File: config.mk
export PLATFORM = sky130hd
export DESIGN_NAME = instr_fetch
export DESIGN_NICKNAME = d
export VERILOG_FILES = /design/src/rtl/instr_fetch.sv
export SDC_FILE = /design/constraint.sdc
export NUM_CORES = 1
export LEC_CHECK = 0
export CAP_MARGIN = 5
export CORE_MARGIN = 2
export CORE_UTILIZATION = 62
export DETAILED_ROUTE_END_ITERATION = 10
export MAX_ROUTING_LAYER = met4
export PLACE_DENSITY = 0.79
export SKIP_CTS_REPAIR_TIMING = 1
export SYNTH_ARGS = -nofsm -noshare
export SYNTH_HDL_FRONTEND = slang
export SYNTH_SLANG_ARGS = --single-unit
File: constraint.sdc
create_clock -name clk -period 3.01 [get_ports clk]
set_clock_uncertainty 0.2 [all_clocks]
set_input_delay 0.301 -clock clk [delete_from_list [all_inputs] [get_ports clk]]
set_output_delay 0.301 -clock clk [all_outputs]
set_load 0.005 [all_outputs]
File: src/rtl/instr_fetch.sv
// Instruction-fetch stage: 64-word Harvard instruction memory read at the PC,
// delivered to decode through a valid/ready IR with a one-entry skid buffer.
module instr_fetch #(
    parameter int ADDR_W  = 6,
    parameter int INSTR_W = 16,
    parameter int DEPTH   = 64
) (
    input  logic               clk,
    input  logic               reset,
    input  logic [ADDR_W-1:0]  pc_addr,
    output logic               pc_stall,
    input  logic               flush,
    input  logic               prog_we,
    input  logic [ADDR_W-1:0]  prog_addr,
    input  logic [INSTR_W-1:0] prog_data,
    output logic               ir_valid,
    output logic [INSTR_W-1:0] ir_data,
    output logic [ADDR_W-1:0]  ir_pc,
    input  logic               ir_ready
);

    typedef enum logic {S_RUN, S_PROG} state_t;

    state_t state_q, state_d;

    logic [INSTR_W-1:0] mem_q [DEPTH];
    logic [INSTR_W-1:0] rd_data;

    logic               ir_valid_q, ir_valid_d;
    logic [INSTR_W-1:0] ir_data_q, ir_data_d;
    logic [ADDR_W-1:0]  ir_pc_q, ir_pc_d;
    logic               sk_v_q, sk_v_d;
    logic [INSTR_W-1:0] sk_data_q, sk_data_d;
    logic [ADDR_W-1:0]  sk_pc_q, sk_pc_d;

    logic issue;
    logic consume;

    // Program memory is deliberately outside the reset domain so a loaded
    // program survives reset.
    always_ff @(posedge clk) begin
        if (prog_we) begin
            mem_q[prog_addr] <= prog_data;
        end
    end

    assign rd_data = mem_q[pc_addr];

    // FSM: state register
    always_ff @(posedge clk) begin
        if (reset) begin
            state_q <= S_RUN;
        end else begin
            state_q <= state_d;
        end
    end

    // FSM: next state
    always_comb begin
        state_d = state_q;
        case (state_q)
            S_RUN:   if (prog_we)  state_d = S_PROG;
            S_PROG:  if (!prog_we) state_d = S_RUN;
            default: state_d = S_RUN;
        endcase
    end

    // FSM: outputs. The stall depends only on registered state and prog_we,
    // never on ir_ready, so the PC sees no combinational path from decode.
    always_comb begin
        pc_stall = sk_v_q | prog_we | (state_q == S_PROG);
        issue    = (state_q == S_RUN) & ~pc_stall & ~flush;
    end

    assign consume = ir_valid_q & ir_ready;

    always_comb begin
        ir_valid_d = ir_valid_q;
        ir_data_d  = ir_data_q;
        ir_pc_d    = ir_pc_q;
        sk_v_d     = sk_v_q;
        sk_data_d  = sk_data_q;
        sk_pc_d    = sk_pc_q;
        if (flush || prog_we) begin
            ir_valid_d = 1'b0;
            sk_v_d     = 1'b0;
        end else if (issue) begin
            // issue implies an empty skid, so only IR occupancy matters here
            if (!ir_valid_q || ir_ready) begin
                ir_valid_d = 1'b1;
                ir_data_d  = rd_data;
                ir_pc_d    = pc_addr;
            end else begin
                sk_v_d    = 1'b1;
                sk_data_d = rd_data;
                sk_pc_d   = pc_addr;
            end
        end else if (consume) begin
            if (sk_v_q) begin
                ir_data_d = sk_data_q;
                ir_pc_d   = sk_pc_q;
                sk_v_d    = 1'b0;
            end else begin
                ir_valid_d = 1'b0;
            end
        end
    end

    always_ff @(posedge clk) begin
        if (reset) begin
            ir_valid_q <= 1'b0;
            ir_data_q  <= '0;
            ir_pc_q    <= '0;
            sk_v_q     <= 1'b0;
            sk_data_q  <= '0;
            sk_pc_q    <= '0;
        end else begin
            ir_valid_q <= ir_valid_d;
            ir_data_q  <= ir_data_d;
            ir_pc_q    <= ir_pc_d;
            sk_v_q     <= sk_v_d;
            sk_data_q  <= sk_data_d;
            sk_pc_q    <= sk_pc_d;
        end
    end

    assign ir_valid = ir_valid_q;
    assign ir_data  = ir_data_q;
    assign ir_pc    = ir_pc_q;

endmodule
; Yosys cells after proc, flatten, opt, wreduce, memory -nomap -nowiden
; Memories as Yosys holds them, arrays and structs flattened.
; Index checks and enable logic that the tools add are counted.
; Widths: inputs -> output; s select.
[classes]
n_eq_ne = 3
n_mux = 17
n_bitwise = 10
n_reduce_logical = 10
[ops]
columns = operator, count
row1 = $mux 16, 4
row2 = $mux 6, 4
row3 = $mux 1, 9
row4 = $reduce_and 3->1, 2
row5 = $not 1->1, 5
row6 = $ne 2x1->1 const B, 2
row7 = $reduce_and 4->1, 1
row8 = $reduce_bool 2->1, 2
row9 = $and 1x1->1, 3
row10 = $logic_or 1x1->1, 2
row11 = $ne 2x2->1 const B, 1
row12 = $or 1x1->1, 2
row13 = $reduce_and 2->1, 1
row14 = $reduce_or 2->1, 1
row15 = $logic_not 1->1, 1
[totals]
register_bits = 47
ram_bits = 1024
elab_cells = 48
n_memories = 1
[memory_table]
columns = name, depth, width, read_ports, rd_clocked_by_memory_dff, write_ports, line
row1 = mem_q, 64, 16, 1, 0, 1, 26  ; logic [INSTR_W-1:0] mem_q [DEPTH];

; Depth between registers and ports, before layout
; Gate-level depths: netlist (run 1).
[depth]
ltp_word = 7
ltp_mapped = 8
mapped_depth_nobuf = 5

; Worst setup path before layout (run 1)
; No wires, ideal clock.
[synth_timing]
path_type = in2reg
from = input prog_we
to = memory mem_q[40][0] (enable)
t_arrival_ps = 1911
t_required_ps = 2401
slack_ps = 489
cell_stages = 3
path_cell_list = nor2b_1 -> nand3_1 -> nor3_1
[synth_via]
elab_chain_len = 2
[synth_lines]
columns = item, line
row1 = start: declaration, 13  ; input logic prog_we,
row2 = $mux 1, 42  ; if (prog_we) begin
row3 = $mux 1 (implied by the code), 43  ; mem_q[prog_addr] <= prog_data;
row4 = end: declaration, 26
; No other way between the ends.

; Final worst setup path (run 1)
[layout_timing]
from = input pc_addr[1]
to = register ir_data_q[9], in the netlist ir_data[9]
[layout_via]
elab_chain_len = 3
[layout_lines]
columns = item, line
row1 = start: declaration, 10  ; input logic [ADDR_W-1:0] pc_addr,
row2 = $mem_v2 64x16, n/a
row3 = $mux 16, 89  ; if (!ir_valid_q || ir_ready) begin
row4 = $mux 16, 87  ; end else if (issue) begin
row5 = end signal: assignment, 119  ; ir_data_q <= ir_data_d;
row6 = end: declaration, 30  ; logic [INSTR_W-1:0] ir_data_q, ir_data_d;
; No other way between the ends. The select of a mux whose other input is x is not followed.
; A chain may end at the register's enable or synchronous reset.

==> results of run 1 <==
## Yosys cell counts
library cell / number / share of area [%]
sky130_fd_sc_hd__mux2i_1: 6 / 0.15
sky130_fd_sc_hd__clkbuf_1: 66 / 0.61
sky130_fd_sc_hd__nand3b_1: 1 / 0.018
sky130_fd_sc_hd__o21ai_1: 16 / 0.20
sky130_fd_sc_hd__or2_2: 1 / 0.015
sky130_fd_sc_hd__dfxtp_1: 47 / 2.3
sky130_fd_sc_hd__edfxtp_1: 1024 / 76
sky130_fd_sc_hd__nor2b_1: 9 / 0.14
sky130_fd_sc_hd__o211ai_1: 1 / 0.018
sky130_fd_sc_hd__a22oi_1: 128 / 2.4
sky130_fd_sc_hd__o22ai_1: 16 / 0.25
sky130_fd_sc_hd__inv_1: 1 / 0.0092
sky130_fd_sc_hd__nand2_1: 40 / 0.37
sky130_fd_sc_hd__and2_1: 2 / 0.031
sky130_fd_sc_hd__and2_0: 2 / 0.031
sky130_fd_sc_hd__a21oi_1: 78 / 0.96
sky130_fd_sc_hd__clkinv_1: 1 / 0.0092
sky130_fd_sc_hd__or3_1: 2 / 0.031
sky130_fd_sc_hd__nor2_1: 78 / 0.72
sky130_fd_sc_hd__a31oi_1: 16 / 0.25
sky130_fd_sc_hd__buf_2: 17 / 0.21
sky130_fd_sc_hd__nor3_1: 20 / 0.25
sky130_fd_sc_hd__nand3_1: 7 / 0.086
sky130_fd_sc_hd__nand4_1: 1 / 0.015
sky130_fd_sc_hd__buf_6: 9 / 0.25
sky130_fd_sc_hd__nor4_2: 17 / 0.52
sky130_fd_sc_hd__mux4_2: 256 / 14
sky130_fd_sc_hd__buf_4: 6 / 0.11
sky130_fd_sc_hd__a211oi_1: 1 / 0.018
sky130_fd_sc_hd__buf_1: 16 / 0.15
sky130_fd_sc_hd__nand2b_1: 8 / 0.12
## stage by stage
| step | hold slack, ns | setup WS [ns] | cell area [um2] | power, uW |
|---|---|---|---|---|
| 2_1_floorplan | 0.170 | 0.489 | 40700 | 17600 |
| 3_3_place_gp | 0.241 | -0.127 | 43600 | 18300 |
| 3_5_place_dp | 0.248 | -0.167 | 43600 | 18300 |
| 4_1_cts | -0.243 | 0.472 | 47100 | 31500 |
| 5_1_grt | 0.0322 | 0.276 | 47200 | 32100 |
| 6_report | 0.0243 | 0.305 | 47200 | 31400 |
## how the worst max path moves through the flow
stage	cells past startpoint	end	from
floorplan	3	mem_q[40][0]	prog_we
global placement	7	ir_data[14]	pc_addr[1]
detailed placement	7	ir_data[9]	pc_addr[1]
CTS	7	ir_data[9]	pc_addr[1]
global route	7	ir_data[9]	pc_addr[4]
finish	7	ir_data[9]	pc_addr[1]
## area by class of cell
class | count | share of cell area (%)
antenna | 5 | 0.0265
clock buffer | 133 | 6.04
clock inverter | 56 | 1.43
inverter | 2 | 0.0159
multi-input combinational | 706 | 18.0
sequential | 1071 | 67.2
tap | 855 | 2.27
timing repair buffer | 249 | 5.05
## power by group
group | switching (uW) | leakage (uW) | internal [uW]
clock | 5420 | 0.00172 | 7940
sequential | 45.0 | 0.00959 | 16400
combinational | 984 | 0.00359 | 635
total | 6440 | 0.0149 | 25000
## cell families (layout without fill, tap and decap cells)
logic type,after synthesis,in the layout,synth area share [%]
other cells,0,5,0
simple gates,188,188,2.35
mux,262,262,14.3
flops,1071,1071,77.9
buf+inv,116,440,1.34
compound gates,256,256,4.05
## layer usage
metal  global-route usage (%)  part of all wire (%)  vias to the layer above
met4                     11.3                   3.6                        0
met1                     42.2                    35                    10998
met3                     7.21                    12                      253
met5                        -                     0                        -
li1                         -                     -                     8482
met2                     49.3                    49                     1555
## registers in the layout, indices dropped and copies added, names as in the netlist
register   flops
sk_pc_q        6
ir_data       16
sk_v_q         1
sk_data_q     16
ir_valid       1
mem_q       1024
ir_pc          6
state_q        1
## worst register-to-register path: cells and delay by family (launching register included)
family	cells	cell delay, ns
and+or+nand+nor	1	0.39
DFF	1	0.36
muxes	1	0.50
AOI/OAI and AO/OA	3	0.95
==> out/metrics.json, run 1 <==
{
  "start_util_pct": 62.9,
  "r2r_slack_ns": 0.46,
  "final_core_utilization_pct": 72.9,
  "grt_antenna_before_repair": 6,
  "longest_clk_path_bufs": 3,
  "fin_crit_sh_pct": 89.9,
  "tritoncts": "yes",
  "placement_rows": 93,
  "timing.critical_path.buf_inv": 2,
  "finalNonFillerCells": 3077,
  "cts.clk_slew.worst_paths_ns": 0.06,
  "r2r-start": "mem_q[24][14]",
  "rsz0062_at_grt": "no",
  "crit_start_category": "input pin",
  "power.leakage_uw": 0.0149,
  "timing_max_transition_violations_final": 0,
  "gr-usage-all-layers_pct": 31.8,
  "cap_viol_max_count": 0,
  "min_path_cells": 1,
  "min_from": "prog_data[5]",
  "ys_seq_elements": 1071,
  "most-common-layout-cells": "1024 x sky130_fd_sc_hd__edfxtp_1, 256 x sky130_fd_sc_hd__mux4_2, 153 x sky130_fd_sc_hd__buf_4",
  "multiInputGateArea_mm2": 0.00848,
  "synth_warnings": 0,
  "ant_nets": 0,
  "vias_in_the_first_global_route": 21551,
  "dp.cells": 2877,
  "hold_path_class": "input pin to flip-flop",
  "grt_first_pass_wirelength_um": 148000,
  "clkLatencyLatePin_ns": 0.67,
  "firstDrtPassIters": 6,
  "chipWidth_um": 260,
  "timing.critical_path.cells": "clkdlybuf4s50_1 -> and2_2 -> buf_4 -> a22oi_1 -> a21oi_1 -> nor4_2 -> o21ai_1",
  "nFillCells": 3519,
  "ctsHtreeMaxLevel": 3,
  "wl_per_cell_um": 32.8,
  "critPathArrivalTime_ns": 3.08,
  "vias_per_cell": 6.92,
  "hpwl_um": 60100,
  "route.vias.total": 21288,
  "cts_made_buffers": 102,
  "synthesis.instances": 1893,
  "synth_cell_type_count": 31,
  "layout.area.seq_mm2": 0.0317,
  "drt_iter0_drc": 3133,
  "total_congestion_overflow": 0,
  "setup-tns-final_ns": 0,
  "synth_sequential_area_ratio_pct": 77.9,
  "setup_viol": 0,
  "max-slew-margin-rel_pct": 40.6,
  "end_kind": "flip-flop",
  "dieArea_mm2": 0.0677,
  "synth_area_per_cell_um2": 21.5,
  "totalWireLength_um": 101000,
  "synth.net_count": 1926,
  "io_buf_count": 56,
  "powerDensity_mw_per_mm2": 667,
  "critPathMaxStageDelay_ns": 0.67,
  "gp_congestion": 0.918,
  "clock_sinks": 1071,
  "critical_path_rt_ns": 3.39,
  "top_level_i_o_count": 57,
  "syn_to_final_growth_pct": 16.0,
  "layout.nets": 2165,
  "layout_min_cycle_time_ns": 2.70,
  "final_common_cell": "sky130_fd_sc_hd__edfxtp_1",
  "status": "complete, no violations",
  "rr_endpoint": "sk_data_q[14]",
  "critical-path-slowest-cell": "sky130_fd_sc_hd__clkdlybuf4s50_1",
  "timing.fmax_mhz": 370,
  "tightestPinTransition_ns": 0.891,
  "min_delay_worst_endpoint": "mem_q[36][5]",
  "final_layout_size_suffix_gt1_share_pct": 28.8,
  "syn-cell-area_mm2": 0.0407,
  "die_h_um": 260,
  "placeableCoreArea_mm2": 0.0647,
  "irDropWorstVdd_uv": 442,
  "highest_fanout_seen_on_the_critical_path": 32,
  "path_class": "input pin to flip-flop",
  "ff2ff_path_depth": 5,
  "grt_start_max_net_pins": 65,
  "drt_drc_violations_left": 0,
  "finalHoldViolCount": 0,
  "cp_top_family": "buffers and inverters",
  "cts.root.buffer_cell": "sky130_fd_sc_hd__clkbuf_16"
}
Note: power is estimated with default switching activity, not from simulation.
==> run 2, diff against run 1 <==
--- a/config.mk
+++ b/config.mk
@@ -5,7 +5,7 @@
 export SDC_FILE = /design/constraint.sdc
 export NUM_CORES = 1
 export LEC_CHECK = 0
-export CAP_MARGIN = 5
+export CAP_MARGIN = 20
 export CORE_MARGIN = 2
 export CORE_UTILIZATION = 62
 export DETAILED_ROUTE_END_ITERATION = 10
==> results of run 2 <==
The final DEF is identical to that of run 1; final timing and power are the same.
